File: src/rtl/tone_decoder_if.sv
// Tone decoder signal bundle: square-wave input plus the decoded note, lock flag
// and the measured-period stream.
interface tone_decoder_if #(
  parameter int CNT_W = 18
);
  logic             tone_in;
  logic [1:0]       state;
  logic             tone_valid;
  logic [CNT_W-1:0] period;
  logic             period_stb;

  modport master (
    output tone_in,
    input  state, tone_valid, period, period_stb
  );

  modport slave (
    input  tone_in,
    output state, tone_valid, period, period_stb
  );
endinterface

File: src/rtl/tone_decoder.sv
// Measures the rising-edge period of a square wave and locks onto one of four note
// codes once MATCH_CNT consecutive periods fall in the same tolerance window.
module tone_decoder #(
  parameter int CLK_HZ    = 50_000_000,
  parameter int TOL       = 2000,
  parameter int MATCH_CNT = 4,
  parameter int TIMEOUT   = 250000,
  parameter int CNT_W     = 18
) (
  input  logic           clk_50MHz,
  input  logic           rst,
  tone_decoder_if.slave  bus
);

  localparam int RUN_W = $clog2(MATCH_CNT + 1);
  localparam logic [CNT_W-1:0] CNT_MAX   = '1;
  localparam logic [CNT_W-1:0] TIMEOUT_C = CNT_W'(TIMEOUT);
  localparam logic [RUN_W-1:0] RUN_MAX   = RUN_W'(MATCH_CNT);

  localparam logic [0:0] IDLE  = 1'b0;
  localparam logic [0:0] TRACK = 1'b1;

  function automatic int nominal(input int k);
    case (k)
      0:       return CLK_HZ / 261;
      1:       return CLK_HZ / 277;
      2:       return CLK_HZ / 493;
      default: return CLK_HZ / 523;
    endcase
  endfunction

  logic             s1_reg, s2_reg, s3_reg;
  logic             rise;
  logic [0:0]       fsm_reg;
  logic [CNT_W-1:0] cnt_reg;
  logic [CNT_W-1:0] period_reg;
  logic             stb_reg;
  logic [1:0]       state_reg;
  logic             valid_reg;
  logic [1:0]       cand_reg;
  logic [RUN_W-1:0] run_reg;
  logic [RUN_W-1:0] run_next;

  logic signed [31:0] meas;
  logic [3:0]         hit;
  logic               hit_any;
  logic [1:0]         hit_code;

  assign rise = s2_reg & ~s3_reg;
  assign meas = signed'(32'(cnt_reg));

  // One inclusive window comparator per note; the value under test is the running
  // count, which is exactly the period being latched on a rise.
  generate
    for (genvar gi = 0; gi < 4; gi++) begin : g_win
      localparam int LO = nominal(gi) - TOL;
      localparam int HI = nominal(gi) + TOL;
      assign hit[gi] = (meas >= LO) && (meas <= HI);
    end
  endgenerate

  always_comb begin
    hit_any  = |hit;
    hit_code = 2'd0;
    for (int k = 3; k >= 0; k--) begin
      if (hit[k]) hit_code = 2'(k);
    end
  end

  always_comb begin
    run_next = RUN_W'(1);
    if (hit_code == cand_reg) begin
      run_next = (run_reg >= RUN_MAX) ? RUN_MAX : run_reg + RUN_W'(1);
    end
  end

  always_ff @(posedge clk_50MHz) begin
    if (rst) begin
      s1_reg     <= 1'b0;
      s2_reg     <= 1'b0;
      s3_reg     <= 1'b0;
      fsm_reg    <= IDLE;
      cnt_reg    <= '0;
      period_reg <= '0;
      stb_reg    <= 1'b0;
      state_reg  <= 2'd0;
      valid_reg  <= 1'b0;
      cand_reg   <= 2'd0;
      run_reg    <= '0;
    end else begin
      s1_reg  <= bus.tone_in;
      s2_reg  <= s1_reg;
      s3_reg  <= s2_reg;
      stb_reg <= 1'b0;
      case (fsm_reg)
        IDLE: begin
          cnt_reg <= '0;
          if (rise) begin
            fsm_reg <= TRACK;
            cnt_reg <= CNT_W'(1);
          end
        end
        TRACK: begin
          // A rise wins over a timeout landing in the same cycle.
          if (rise) begin
            cnt_reg    <= CNT_W'(1);
            period_reg <= cnt_reg;
            stb_reg    <= 1'b1;
            if (!hit_any) begin
              run_reg   <= '0;
              valid_reg <= 1'b0;
            end else begin
              cand_reg <= hit_code;
              run_reg  <= run_next;
              if (run_next == RUN_MAX) begin
                state_reg <= hit_code;
                valid_reg <= 1'b1;
              end else if (hit_code != state_reg) begin
                valid_reg <= 1'b0;
              end
            end
          end else if (cnt_reg == TIMEOUT_C) begin
            fsm_reg   <= IDLE;
            cnt_reg   <= '0;
            valid_reg <= 1'b0;
            run_reg   <= '0;
          end else if (cnt_reg != CNT_MAX) begin
            cnt_reg <= cnt_reg + CNT_W'(1);
          end
        end
        default: fsm_reg <= IDLE;
      endcase
    end
  end

  assign bus.state      = state_reg;
  assign bus.tone_valid = valid_reg;
  assign bus.period     = period_reg;
  assign bus.period_stb = stb_reg;

endmodule

File: src/flat_wrapper.sv
// flat-port wrapper written by rule: the top's interface ports become plain ports
module tone_decoder_flat 
#(
  parameter int CLK_HZ    = 50_000_000,
  parameter int TOL       = 2000,
  parameter int MATCH_CNT = 4,
  parameter int TIMEOUT   = 250000,
  parameter int CNT_W     = 18
)
  (clk_50MHz, rst, bus_tone_in, bus_state, bus_tone_valid, bus_period, bus_period_stb);
  tone_decoder_if #(.CNT_W(CNT_W)) bus_i ();
  input  logic clk_50MHz;
  input  logic rst;
  input wire logic [$bits(bus_i.tone_in)-1:0] bus_tone_in;
  output wire logic [$bits(bus_i.state)-1:0] bus_state;
  output wire logic [$bits(bus_i.tone_valid)-1:0] bus_tone_valid;
  output wire logic [$bits(bus_i.period)-1:0] bus_period;
  output wire logic [$bits(bus_i.period_stb)-1:0] bus_period_stb;
  assign bus_i.tone_in = bus_tone_in;
  assign bus_state = bus_i.state;
  assign bus_tone_valid = bus_i.tone_valid;
  assign bus_period = bus_i.period;
  assign bus_period_stb = bus_i.period_stb;
  tone_decoder #(.CLK_HZ(CLK_HZ), .TOL(TOL), .MATCH_CNT(MATCH_CNT), .TIMEOUT(TIMEOUT), .CNT_W(CNT_W)) u_core (.clk_50MHz(clk_50MHz), .rst(rst), .bus(bus_i));
endmodule
File: config.mk
export PLATFORM = sky130hd
export DESIGN_NAME = tone_decoder_flat
export DESIGN_NICKNAME = d
export VERILOG_FILES = /design/src/rtl/tone_decoder_if.sv /design/src/rtl/tone_decoder.sv /design/src/flat_wrapper.sv
export SDC_FILE = /design/constraint.sdc
export NUM_CORES = 1
export LEC_CHECK = 0
export ABC_AREA = 0
export ABC_CLOCK_PERIOD_IN_PS = 4500
export BUFFER_PORTS_ARGS = -buffer_cell sky130_fd_sc_hd__buf_2
export CAP_MARGIN = 20
export CORE_UTILIZATION = 30
export CTS_CLUSTER_SIZE = 20
export DETAILED_ROUTE_END_ITERATION = 12
export PLACE_DENSITY = 0.46
export SYNTH_ARGS = -nofsm -noshare
export SYNTH_HDL_FRONTEND = slang
export SYNTH_SLANG_ARGS = --single-unit
File: constraint.sdc
create_clock -name clk_50MHz -period 4.5 [get_ports clk_50MHz]
set_input_delay 0.225 -clock clk_50MHz [delete_from_list [all_inputs] [get_ports clk_50MHz]]
set_output_delay 0.225 -clock clk_50MHz [all_outputs]
set_load 0.005 [all_outputs]
After elaboration in Yosys (flattened, before gate mapping)
Cells that the tools add are included.
{"block": "classes", "addsub": 2, "magnitude_cmp": 9, "eq_ne": 7, "n_mux": 23, "n_bitwise": 3, "reduce_logical": 12}
{"operator": "$mux 18", "n": 3}
{"operator": "$ge 18x17->1 const B", "n": 2}
{"operator": "$ge 18x18->1 const B", "n": 2}
{"operator": "$le 18x17->1 const B", "n": 2}
{"operator": "$le 18x18->1 const B", "n": 2}
{"operator": "$pmux 18 s2", "n": 1}
{"operator": "$add 18x1->18 const B", "n": 1}
{"operator": "$eq 18x18->1 const B", "n": 1}
{"operator": "$ne 18x18->1 const B", "n": 1}
{"operator": "$mux 3", "n": 5}
{"operator": "$mux 1", "n": 9}
{"operator": "$mux 2", "n": 4}
{"operator": "$reduce_and 3->1", "n": 2}
{"operator": "$logic_and 1x1->1", "n": 4}
{"operator": "$ne 4x3->1 const B", "n": 1}
{"operator": "$ne 4x4->1 const B", "n": 1}
{"operator": "$reduce_and 2->1", "n": 2}
{"operator": "$reduce_and 4->1", "n": 1}
{"operator": "$reduce_or 4->1", "n": 1}
{"operator": "$add 3x1->3 const B", "n": 1}
{"operator": "$eq 3x3->1 const B", "n": 1}
{"operator": "$ge 3x3->1 const B", "n": 1}
{"operator": "$eq 2x2->1", "n": 1}
{"operator": "$ne 2x2->1", "n": 1}
{"operator": "5 further kinds", "n": 6}
{"block": "word_totals", "reg_bits": 49, "out_inout_bits": 22, "elab_cells": 67}

Longest topological paths before layout
Gate-level depths: netlist (run 1).
{"block": "depth", "word_depth": 12, "ltp_mapped": 10}

Least setup slack after synthesis (run 1)
Ideal clock, no wire load.
{"block": "synth_timing", "path_kind": "flip-flop to flip-flop", "start": "reg u_core.cnt_reg[15]", "end": "reg u_core.state_reg[0] (netlist: u_core.bus.state[0])", "setup_time_ns": 0.070, "arrival_time_ns": 2.582, "slack_ns": 1.848, "path_stages_with_launch": 10, "period_less_slack_ns": 2.652, "path_cell_list": "dfxtp_1 > buf_4 > and2_1 > nand3b_1 > or4_1 > a32o_2 > and3_4 > or4_4 > or3_1 > a21oi_1"}
{"block": "synth_via", "elab_chain_cells": 10}
{"element": "start, declared", "line": "tone_decoder.sv:35", "source": "logic [CNT_W-1:0] cnt_reg;"}
{"element": "start signal, assigned", "line": "tone_decoder.sv:128", "source": "cnt_reg <= cnt_reg + CNT_W'(1);"}
{"element": "$ge 18x17->1 or $le 18x17->1 (tied branches)", "line": "tone_decoder.sv:58", "source": "assign hit[gi] = (meas >= LO) && (meas <= HI);"}
{"element": "$logic_and 1x1->1", "line": "tone_decoder.sv:58"}
{"element": "$mux 2 (4 in a row)", "line": "tone_decoder.sv:66", "source": "if (hit[k]) hit_code = 2'(k);"}
{"element": "$eq 2x2->1", "line": "tone_decoder.sv:72", "source": "if (hit_code == cand_reg) begin"}
{"element": "$mux 3", "line": "tone_decoder.sv:72"}
{"element": "$eq 3x3->1", "line": "tone_decoder.sv:115", "source": "if (run_next == RUN_MAX) begin"}
{"element": "$reduce_and 4->1 (no source line)"}
{"element": "end signal, assigned", "line": "tone_decoder.sv:116", "source": "state_reg <= hit_code;"}
{"element": "end, declared", "line": "tone_decoder.sv:38", "source": "logic [1:0] state_reg;"}
Several ways; a longest one is shown, not always the timed one.
A chain may end at the register's enable or synchronous reset.

Final worst setup path (run 1)
{"block": "layout_timing", "start": "reg u_core.cnt_reg[4]", "end": "reg u_core.run_reg[1]"}
{"block": "layout_via", "elab_chain_cells": 10}
{"element": "$ge 18x17->1 or $le 18x17->1 (tied branches)", "line": "tone_decoder.sv:58"}
{"element": "$logic_and 1x1->1", "line": "tone_decoder.sv:58"}
{"element": "$mux 2 (4 in a row)", "line": "tone_decoder.sv:66"}
{"element": "$eq 2x2->1", "line": "tone_decoder.sv:72"}
{"element": "$mux 3", "line": "tone_decoder.sv:72"}
{"element": "$mux 3", "line": "tone_decoder.sv:109", "source": "if (!hit_any) begin"}
{"element": "$mux 3", "line": "tone_decoder.sv:105", "source": "if (rise) begin"}
{"element": "end signal, assigned", "line": "tone_decoder.sv:114", "source": "run_reg <= run_next;"}
{"element": "end, declared", "line": "tone_decoder.sv:41", "source": "logic [RUN_W-1:0] run_reg;"}
Several ways; a longest one is shown, not always the timed one.

==> results.md, run 1 <==
- Clock buffer depth: 2
- # hold bufs at CTS: 0
- Synth area leader: dfxtp_1
- Wire length per cell: 16.2 um
- Drt initial violations: 206
- Largest net degree at the start of global routing: 36
- Outcome: finished, violations left
- Net Count, Synth: 375
- Full die area: 9590 um2
- Total Routed Length: 7.73 mm
- Sequential area share after synthesis: 35.5%
- Simple-gate share of the synthesized area: 32.7%
- Die Y: 97.9 um
- Final hold vios: 0
- Comb power frac: 2.1%
- Initial Util: 31.4%
- Mapped Cells: 365
- Worst-path maximum fanout: 15
- Internal: 0.602 mW
- DIE WIDTH: 97.9 um
- Largest stage delay, worst path: 0.52 ns
- Power Total: 0.768 mW
- Core area: 8810 um2
- Ratio of cells with drive above 1 in the final layout: 10.0%
- NetSw: 0.166 mW
- Startpoint Class: flop
- Largest cells by area after synthesis: dfxtp_1 (36%), nand2_1 (9.0%), a21oi_1 (6.3%)
- Design Area, Final: 3000 um2
- Clock power frac: 40.9%
- Final slew viol count: 0
- Post-synth EDFFs: 0
- YS warnings: 0
- Final cell count without fillers: 477
- IO Port Bufs: 24
- Layout Area Growth over Synthesis: 8.79%
- Clk_lat worst skew: 0.30 ns
- Main combinational cell family by area after synthesis: simple AND/OR/NAND/NOR gates
- Most used cell, CP: a21oi_1
- Post-synthesis xor/xnor area fraction: 3.17%
- CTS tree: yes
- Relative slew margins: 43.0%
- Setup Skew: 0.00383 ns
- Critical path capture point type: flop
- Critical path type: flop to flop
- Max_cap viols: 0
- Critical-path cell list: o41ai_1, a21oi_1, o2111a_1, o22ai_1, a21oi_1, or2_2, or4_1, a21oi_1
- F_max: 323 MHz
- Mux cell area share after synthesis: 0.725%
- Compound-cell area share of the yosys netlist: 19.0%
- Root Driver: clkbuf_8
- I/O pins: 25
- Initial antenna violation count: 0
- Post-Synth Adder-Cell Area: 3.17%
- Fill cells: 964
- Failing checks: design-rule violations
- Post CTS Setup Buffer Count: 0
- Via count: 2630
- Tmin final: 3.10 ns
- Routability cong.: 0.826
- Synth top area share: 35.5%
- Residual DRC count: 1
- Post-DRT Antenna Nets: 0
- Overflow after GRT: 0
- Power Dens Cells: 256 nW/um2
- Hold WS: 0.128 ns
- Final Cycle Share: 68.8%
- Maximum VDD drop: 141 uV
- Row cnt: 34
- Vias in the first global route: 2472
- Hold crit path type: input port to flop
- First-pass GRT wire length: 12.7 mm
- ANT cells: 0
- Nets: 379
- H-tree depth: 2
- CP max stage cell: or4_1
- Crit path DAT: 3.33 ns
- Asr flop ratio synth: 0%
- Seq pwr share: 57.0%
- Detailed placement HPWL: 5.47 mm
- Setup total negative slack: 0 ns
- Placed cell area: 2900 um2
- Sw frac: 21.7%
- Worst path required time: 4.73 ns
- GRT Util Overall: 16.3%
- Vias per inst: 5.51
- FF+latch count, synth: 49
- CTS buffer count: 5
- Netlist cell types: 54
- Synth Cell Area: 2760 um2
- RSZ-0062 raised after global routing: no
- Cts repair resizes: 0
- LEAKAGE: 1.04 nW
- DP Cell Count: 470
- Least-Margin Pin Slew: 0.847 ns
- Mean Syn Cell Area: 7.57 um2
- Synth Flop Type: dfxtp_1
- DR pass1 iterations: 12
- Clk sinks: 49
- Clock slew at reported path FFs: 0.09 ns
- Final setup violation count: 0
[synth_stat cells, types with 2 or more instances]
cell        n
and4_1      3
dfxtp_1    49
nand3_1    10
o31ai_1     3
a211o_1     2
or4_1       5
nor2_1     28
nor3b_1     5
and3_1      3
nand2_1    66
a21oi_1    35
ha_1        7
o2111ai_1   2
o21ai_0    10
nand3b_1    3
o41ai_1     3
nand2b_1    6
inv_1      11
xor2_1      5
a41o_1      2
buf_4       2
and4b_1     2
a211oi_1    2
or3_1       4
nor2b_1     6
mux2i_1     2
nor3_1     12
a311oi_1    3
nand4_1     9
buf_1       3
clkbuf_1   21
and2_1      5
nor4_1      5
o22ai_1     2
a31oi_1     6
xnor2_1     5
[cell type report]
cell class	instances	area, um2	area share (%)
sequential	49	981	32.7
clock inverter	2	35.0	1.17
tap	108	135	4.50
clock buffer	5	68.8	2.29
inverter	11	41.3	1.37
multi-input combinational	278	1620	54.0
timing repair buffer	24	120	4.00
[path summary, 6_finish.rpt]
check                    startpoint                end  slack (ns)  cells after the start
hold / removal          bus_tone_in      u_core.s1_reg        0.13                      2
hold reg to reg       u_core.s1_reg      u_core.s2_reg        0.45                      1
setup / recovery  u_core.cnt_reg[4]  u_core.run_reg[1]        1.40                      8
setup reg to reg  u_core.cnt_reg[4]  u_core.run_reg[1]        1.40                      8
[layout by cell type, fill, tap and decap left out, types with 2 or more instances in the layout]
cell type / Yosys / final
buf_2: 0 / 24
nor2_1: 28 / 28
xnor2_1: 5 / 5
a31oi_1: 6 / 6
and2_1: 5 / 5
clkbuf_8: 0 / 5
inv_1: 11 / 11
nand3b_1: 3 / 3
xor2_1: 5 / 5
and4b_1: 2 / 2
and3_1: 3 / 3
dfxtp_1: 49 / 49
or3_1: 4 / 4
nand2b_1: 6 / 6
nor2b_1: 6 / 6
nand4_1: 9 / 9
o21ai_0: 10 / 10
o31ai_1: 3 / 3
a311oi_1: 3 / 3
o2111ai_1: 2 / 2
a211o_1: 2 / 2
nand2_1: 66 / 66
ha_1: 7 / 7
and4_1: 3 / 3
nand3_1: 10 / 10
nor4_1: 5 / 5
a211oi_1: 2 / 2
a41o_1: 2 / 2
nor3_1: 12 / 12
o41ai_1: 3 / 3
or4_1: 5 / 5
nor3b_1: 5 / 5
a21oi_1: 35 / 35
mux2i_1: 2 / 2
o22ai_1: 2 / 2
[cells by family after synthesis]
kind of cell	count (synthesis)
AND/OR/NAND/NOR	178
buffers and inverters	38
AO/OA/AOI/OAI	81
flip-flops	49
XOR/XNOR	10
adder cells (fa/ha/maj)	7
multiplexers	2
[power by group through the flow]
stage / Combinational (mW) / Clock, mW / Sequential, mW
3_5_place_dp: 0.0162 / 0 / 0.448
2_1_floorplan: 0.0124 / 0 / 0.447
5_1_grt: 0.0179 / 0.342 / 0.439
6_report: 0.0161 / 0.314 / 0.438
4_1_cts: 0.0163 / 0.327 / 0.438
3_3_place_gp: 0.0162 / 0 / 0.448
[layer usage]
layer,GRT usage (%),routed length [um]
met1,22.5,3730
met2,25.8,3440
met3,2.43,395
met4,5.83,165
met5,0,0
[stage by stage]
step                setup slack (ns)  util, %
global route                    1.11     34.1
CTS                             1.45     34.1
detailed placement              1.49     32.9
global placement                1.51     32.9
floorplan                       1.85        -
finish                          1.40     34.1
[critical path: cells and delay by family (launching register included)]
kind	cells	cell delay, ns
flip-flops	1	0.49
AND/OR/NAND/NOR	2	0.87
AO/OA/AOI/OAI	6	1.66
(Power assumes the default switching activity.)
==> inputs of run 2 (changes only) <==
- ABC_AREA: 0 -> 1
- ABC_CLOCK_PERIOD_IN_PS: 4500 -> 3100
- clock period: 4.5 -> 3.1 ns (I/O delays scaled with it)
==> run 2 against run 1 <==
Effect of this change:
- the run now ends clean
- count of clock-buffer cells in the layout unchanged
- non-clock buffer count increased by 1
- sequential power increased by 46%
- clock skew increased by 0.0078 ns
- critical path depth increased by 8
- fmax increased by 27%
- area after synthesis increased by 3.2%
- power increased by 42%
- core utilization increased by 0.27 points
- routed wire length increased by 11%
- critical endpoint is now u_core.bus.state[1]
- worst hold slack got worse by 0.089 ns
- combinational power increased by 89%
==> results.md, run 2 <==
- Outcome: complete, no violations
- CTS buffer count: 5
- F_max: 410 MHz
- Drt initial violations: 297
- Core area: 9240 um2
- # hold bufs at CTS: 0
- Main combinational cell family by area after synthesis: simple AND/OR/NAND/NOR gates
- Netlist cell types: 33
- Most instantiated library cell after synthesis: nand2_1
- Post CTS Setup Buffer Count: 0
- Mean Syn Cell Area: 6.47 um2
- RSZ-0062 raised after global routing: no
- Routability cong.: 0.898
- First-pass GRT wire length: 14.2 mm
- H-tree depth: 2
- Crit path DAT: 2.69 ns
- Mapped Cells: 440
- Clk sinks: 49
- Synth Cell Area: 2850 um2
- Row cnt: 35
- Net Count, Synth: 450
- Clock buffer depth: 2
- CP max stage cell: dfxtp_1
- Via count: 2944
- Cts repair resizes: 0
- Initial Util: 30.8%
- IO Port Bufs: 24
- Simple-gate share of the synthesized area: 36.2%
- Setup total negative slack: 0 ns
- Power Dens Cells: 344 nW/um2
- Hold crit path type: input port to flop
- Final slew viol count: 0
- DIE WIDTH: 99.5 um
- Final setup violation count: 0
- Startpoint Class: flop
- Synth top area share: 34.4%
- Clk_lat worst skew: 0.31 ns
- Most used cell, CP: nand2_1
- Compound-cell area share of the yosys netlist: 15.7%
- Setup Skew: 0.0116 ns
- Nets: 472
- Residual DRC count: 0
- Most common library cell in the layout ignoring fill and taps: nand2_1
- Worst-path maximum fanout: 8
- LEAKAGE: 1.37 nW
- Initial antenna violation count: 0
- Ratio of cells with drive above 1 in the final layout: 12.3%
- Final hold vios: 0
- GRT Util Overall: 18.3%
- Relative slew margins: 65.2%
- FF+latch count, synth: 49
- Post-Place Setup Slack: 0.677 ns
- Critical path capture point type: flop
- Largest cells by area after synthesis: dfxtp_1 (34%), nand2_1 (12%), nor2_1 (8.7%)
- Die Y: 99.5 um
- Asr flop ratio synth: 0%
- Post-Synth Adder-Cell Area: 3.07%
- YS warnings: 0
- Least-Margin Pin Slew: 0.522 ns
- Post-DRT Antenna Nets: 0
- Post-synth EDFFs: 0
- CTS tree: yes
- DR pass1 iterations: 5
- Overflow after GRT: 0
- Final Cycle Share: 78.8%
- Wire length per cell: 14.5 um
- Critical-path cell list: inv_1, nor2_1, nand3_1, nor2_1, nand2_1, nand3_1, nand2_2, nand2_2, nand2_1, nand2_1, nand4_1, inv_1, nand2_2, nand2_1, nand2_1, nor2_1
- Detailed placement HPWL: 6.85 mm
- Root Driver: clkbuf_8
- Max_cap viols: 0
- Most frequent cells in the layout: nand2_1 (92), nor2_1 (65), inv_1 (58), dfxtp_1 (49), a21oi_1 (37)
- Maximum VDD drop: 264 uV
- Largest net degree at the start of global routing: 31
- Vias in the first global route: 2703
- I/O pins: 25
- Critical path type: flop to flop
- Tmin final: 2.44 ns
- Full die area: 9890 um2
- Synth Flop Type: dfxtp_1
- Sequential area share after synthesis: 34.4%
- Largest stage delay, worst path: 0.53 ns
- Synth area leader: dfxtp_1
- Final worst slack: 0.658 ns
- Vias per inst: 4.97
- Layout Area Growth over Synthesis: 11.5%
- Clock slew at reported path FFs: 0.10 ns
- Total Routed Length: 8.61 mm
- Power Total: 1.09 mW
- Post-synthesis xor/xnor area fraction: 0.307%
- Worst path required time: 3.35 ns
- Top post-synthesis cells by count: nand2_1 (92), nor2_1 (66), inv_1 (58)
- ANT cells: 0
- Mux cell area share after synthesis: 0%
[run 2: changes by cell type in the layout (fill, tap and decap cells not counted), moves of 6 or more]
cell      previous run  this run
o21ai_0             10        26
nand3_1             10        32
nor2_1              28        65
inv_1               11        58
nor2b_1              6         0
nand2b_1             6         0
nand2_2              0         7
nand2_1             66        92
[run 2: routing by layer]
layer	vias up	routed length [um]	part of all wire, %	global-route usage (%)
met5	-	0	0	0
met4	0	170	2.0	4.75
met3	17	602	7.0	2.74
met2	133	3960	46	30.4
met1	1314	3880	45	24.9
li1	1480	-	-	-
[run 2: cell type report]
| class | count | area, um2 |
|---|---|---|
| Clock inverter | 3 | 28.8 |
| Sequential cell | 49 | 981 |
| Tap cell | 129 | 161 |
| Multi-Input combinational cell | 319 | 1580 |
| Clock buffer | 5 | 68.8 |
| Timing Repair Buffer | 25 | 128 |
| Fill cell | 1021 | 6060 |
| Inverter | 62 | 233 |
[run 2: kinds of logic after synthesis]
group / after synthesis
adder cells (fa/ha/maj): 7
XOR/XNOR: 1
buffers and inverters: 72
AND/OR/NAND/NOR: 231
AO/OA/AOI/OAI: 80
flip-flops: 49
[run 2: worst paths after layout]
kind | end | slack (ns) | startpoint | cells after the start
worst max-delay path | u_core.bus.state[1] | 0.66 | u_core.cnt_reg[11] | 16
worst min-delay path | u_core.s1_reg | 0.04 | bus_tone_in | 3
worst min register to register | u_core.s2_reg | 0.41 | u_core.s1_reg | 2
worst max register to register | u_core.bus.state[1] | 0.66 | u_core.cnt_reg[11] | 16
[run 2: critical path, delay by kind of cell, from the launching register on]
kind | cells | cell delay (ns)
buffers and inverters | 2 | 0.36
and+or+nand+nor | 14 | 1.50
DFF | 1 | 0.53
[run 2: power breakdown]
part	internal [mW]	switching, mW	leakage [nW]
sequential	0.635	0.00358	0.396
clock	0.170	0.253	0.0506
combinational	0.00943	0.0211	0.928
total	0.814	0.278	1.37
[run 2: metrics by stage]
step,cell area [um2],utilization (%),hold slack [ns],std cells
2_1_floorplan,2850,-,0.239,440
3_5_place_dp,3080,33.3,0.363,584
3_3_place_gp,3080,33.3,0.358,584
5_1_grt,3180,34.4,0.0530,592
6_report,3180,34.4,0.0395,592
4_1_cts,3180,34.4,0.0333,592
==> inputs of run 3 (changes only) <==
- ABC_AREA: 1 -> 0
- ABC_CLOCK_PERIOD_IN_PS: 3100 -> 2029
- PLACE_DENSITY: 0.46 -> 0.48
- clock period: 3.1 -> 2.03 ns (I/O delays scaled with it)
==> run 3 against run 2 <==
Effect of this change:
- the run now ends with design-rule violations, negative setup slack left
- worst hold slack improved by 0.24 ns
- sequential power rose by 50%
- combinational power rose by 130%
- highest routed layer unchanged
- power rose by 50%
- clock power rose by 43%
==> results.md, run 3 (synthesized netlist as in run 1, its figures left out) <==
- Ratio of cells with drive above 1 in the final layout: 44.1%
- Power Total: 1.63 mW
- Clock power frac: 36.9%
- Setup Skew: 0.0138 ns
- Layout Area Growth over Synthesis: 54.8%
- Most frequent cells in the layout: buf_4 (106), nand2_1 (63), dfxtp_1 (36), a21oi_1 (29), buf_2 (25)
- Core area: 8810 um2
- LEAKAGE: 1.74 nW
- Overflow after GRT: 0
- Vias in the first global route: 3104
- Hold crit path type: input port to flop
- Final hold vios: 0
- Crit path DAT: 2.90 ns
- Seq pwr share: 58.8%
- Design Area, Final: 4280 um2
- IO Port Bufs: 24
- Sw frac: 24.6%
- Placed cell area: 3770 um2
- Critical path type: flop to flop
- Clock slew at reported path FFs: 0.10 ns
- Power Dens Cells: 382 nW/um2
- Final worst slack: -0.616 ns
- Worst path required time: 2.28 ns
- Startpoint Class: flop
- Nets: 497
- DR pass1 iterations: 8
- Relative slew margins: 67.6%
- Initial Util: 31.4%
- Wire length per cell: 16.4 um
- Internal: 1.23 mW
- Die Y: 97.9 um
- Max_cap viols: 0
- Full die area: 9590 um2
- Maximum VDD drop: 329 uV
- RSZ-0062 raised after global routing: yes
- Vias per inst: 5.16
- Most common library cell in the layout ignoring fill and taps: buf_4
- Largest net degree at the start of global routing: 35
- Final Cycle Share: 130%
- Clk sinks: 49
- Residual DRC count: 1
- F_max: 378 MHz
- Hold WS: 0.276 ns
- CTS buffer count: 5
- Final slew viol count: 0
- Routability cong.: 0.877
- Least-Margin Pin Slew: 0.485 ns
- Total Routed Length: 9.80 mm
- I/O pins: 25
- Clk_lat worst skew: 0.32 ns
- Root Driver: clkbuf_8
- Initial antenna violation count: 0
- Comb power frac: 4.3%
- Outcome: finished, violations left
- Fin util: 48.6%
- Failing checks: design-rule violations, negative setup slack
- GRT Util Overall: 21.6%
- H-tree depth: 2
- DIE WIDTH: 97.9 um
- Tmin final: 2.65 ns
- Clock buffer depth: 2
- NetSw: 0.402 mW
- First-pass GRT wire length: 16.1 mm
- Detailed placement HPWL: 7.51 mm
- Worst-path maximum fanout: 5
- Post-DRT Antenna Nets: 0
- CTS tree: yes
- Row cnt: 34
- Final setup violation count: 26
- Drt initial violations: 120
- Via count: 3078
- ANT cells: 0
- Setup total negative slack: -8.90 ns
- Critical path capture point type: flop
==> run 3: cell count changes in the layout (fill, tap and decap cells not counted), sizes merged, moves of 18 or more <==
cell,before,now
buf,25,141
inv,64,11
nand2,100,66
nand3,33,10
nor2,73,28
o21ai,28,10
==> run 3: path summary, 6_finish.rpt <==
path	start	endpoint	slack, ns	depth (start not counted)
setup reg to reg	u_core.cnt_reg[4]	u_core.bus.state[0]	-0.62	8
hold reg to reg	u_core.s1_reg	u_core.s2_reg	0.45	1
hold / removal	rst	u_core.cand_reg[1]	0.28	3
setup / recovery	u_core.cnt_reg[4]	u_core.bus.state[0]	-0.62	8
==> run 3: repair_timing <==
action / 4_1_cts / 5_1_grt
gates cloned: 2 / 0
endpoints found under the hold margin: 1 / 0
resized for setup: 47 / 28
endpoints found under the setup margin: 26 / 27
pin swaps: 30 / 18
hold buffers: 1 / 0
setup buffers: 10 / 3
==> run 3: cell type report <==
type / instances / area (um2)
clock inverter: 2 / 15.0
inverter: 11 / 41.3
timing repair buffer: 142 / 1090
clock buffer: 6 / 72.6
fill: 899 / 4530
multi-input combinational: 278 / 1900
sequential: 49 / 1010
tap: 108 / 135
==> run 3: routing by layer <==
layer	share of wire, %	wire length (um)	global-route usage, %
met1	47	4630	27.3
met2	48	4700	36.6
met3	1.8	177	3.01
met4	3.0	295	8.86
met5	0	0	0
==> run 3: per-stage QoR <==
stage                     setup slack [ns]  cells
after floorplan                     -0.523    365
after global placement              -0.722    573
after detailed placement            -0.687    573
after CTS                           -0.638    594
after global routing                -0.700    596
final                               -0.616    596
==> run 3: power groups by stage <==
stage          combinational (mW)  sequential (mW)  clock [mW]
2_1_floorplan              0.0292            0.992           0
3_3_place_gp               0.0542            0.992           0
3_5_place_dp               0.0540            0.992           0
4_1_cts                    0.0698            0.965       0.625
5_1_grt                    0.0769            0.962       0.659
6_report                   0.0702            0.961       0.603
==> run 3: critical path, cell delays in order, from the launching register on <==
cell     delay (ns)
dfxtp_2        0.34
buf_6          0.12
or3_4          0.32
or4_4          0.48
a32o_2         0.31
and3_4         0.17
or4_4          0.41
or3_1          0.31
a21oi_1        0.12
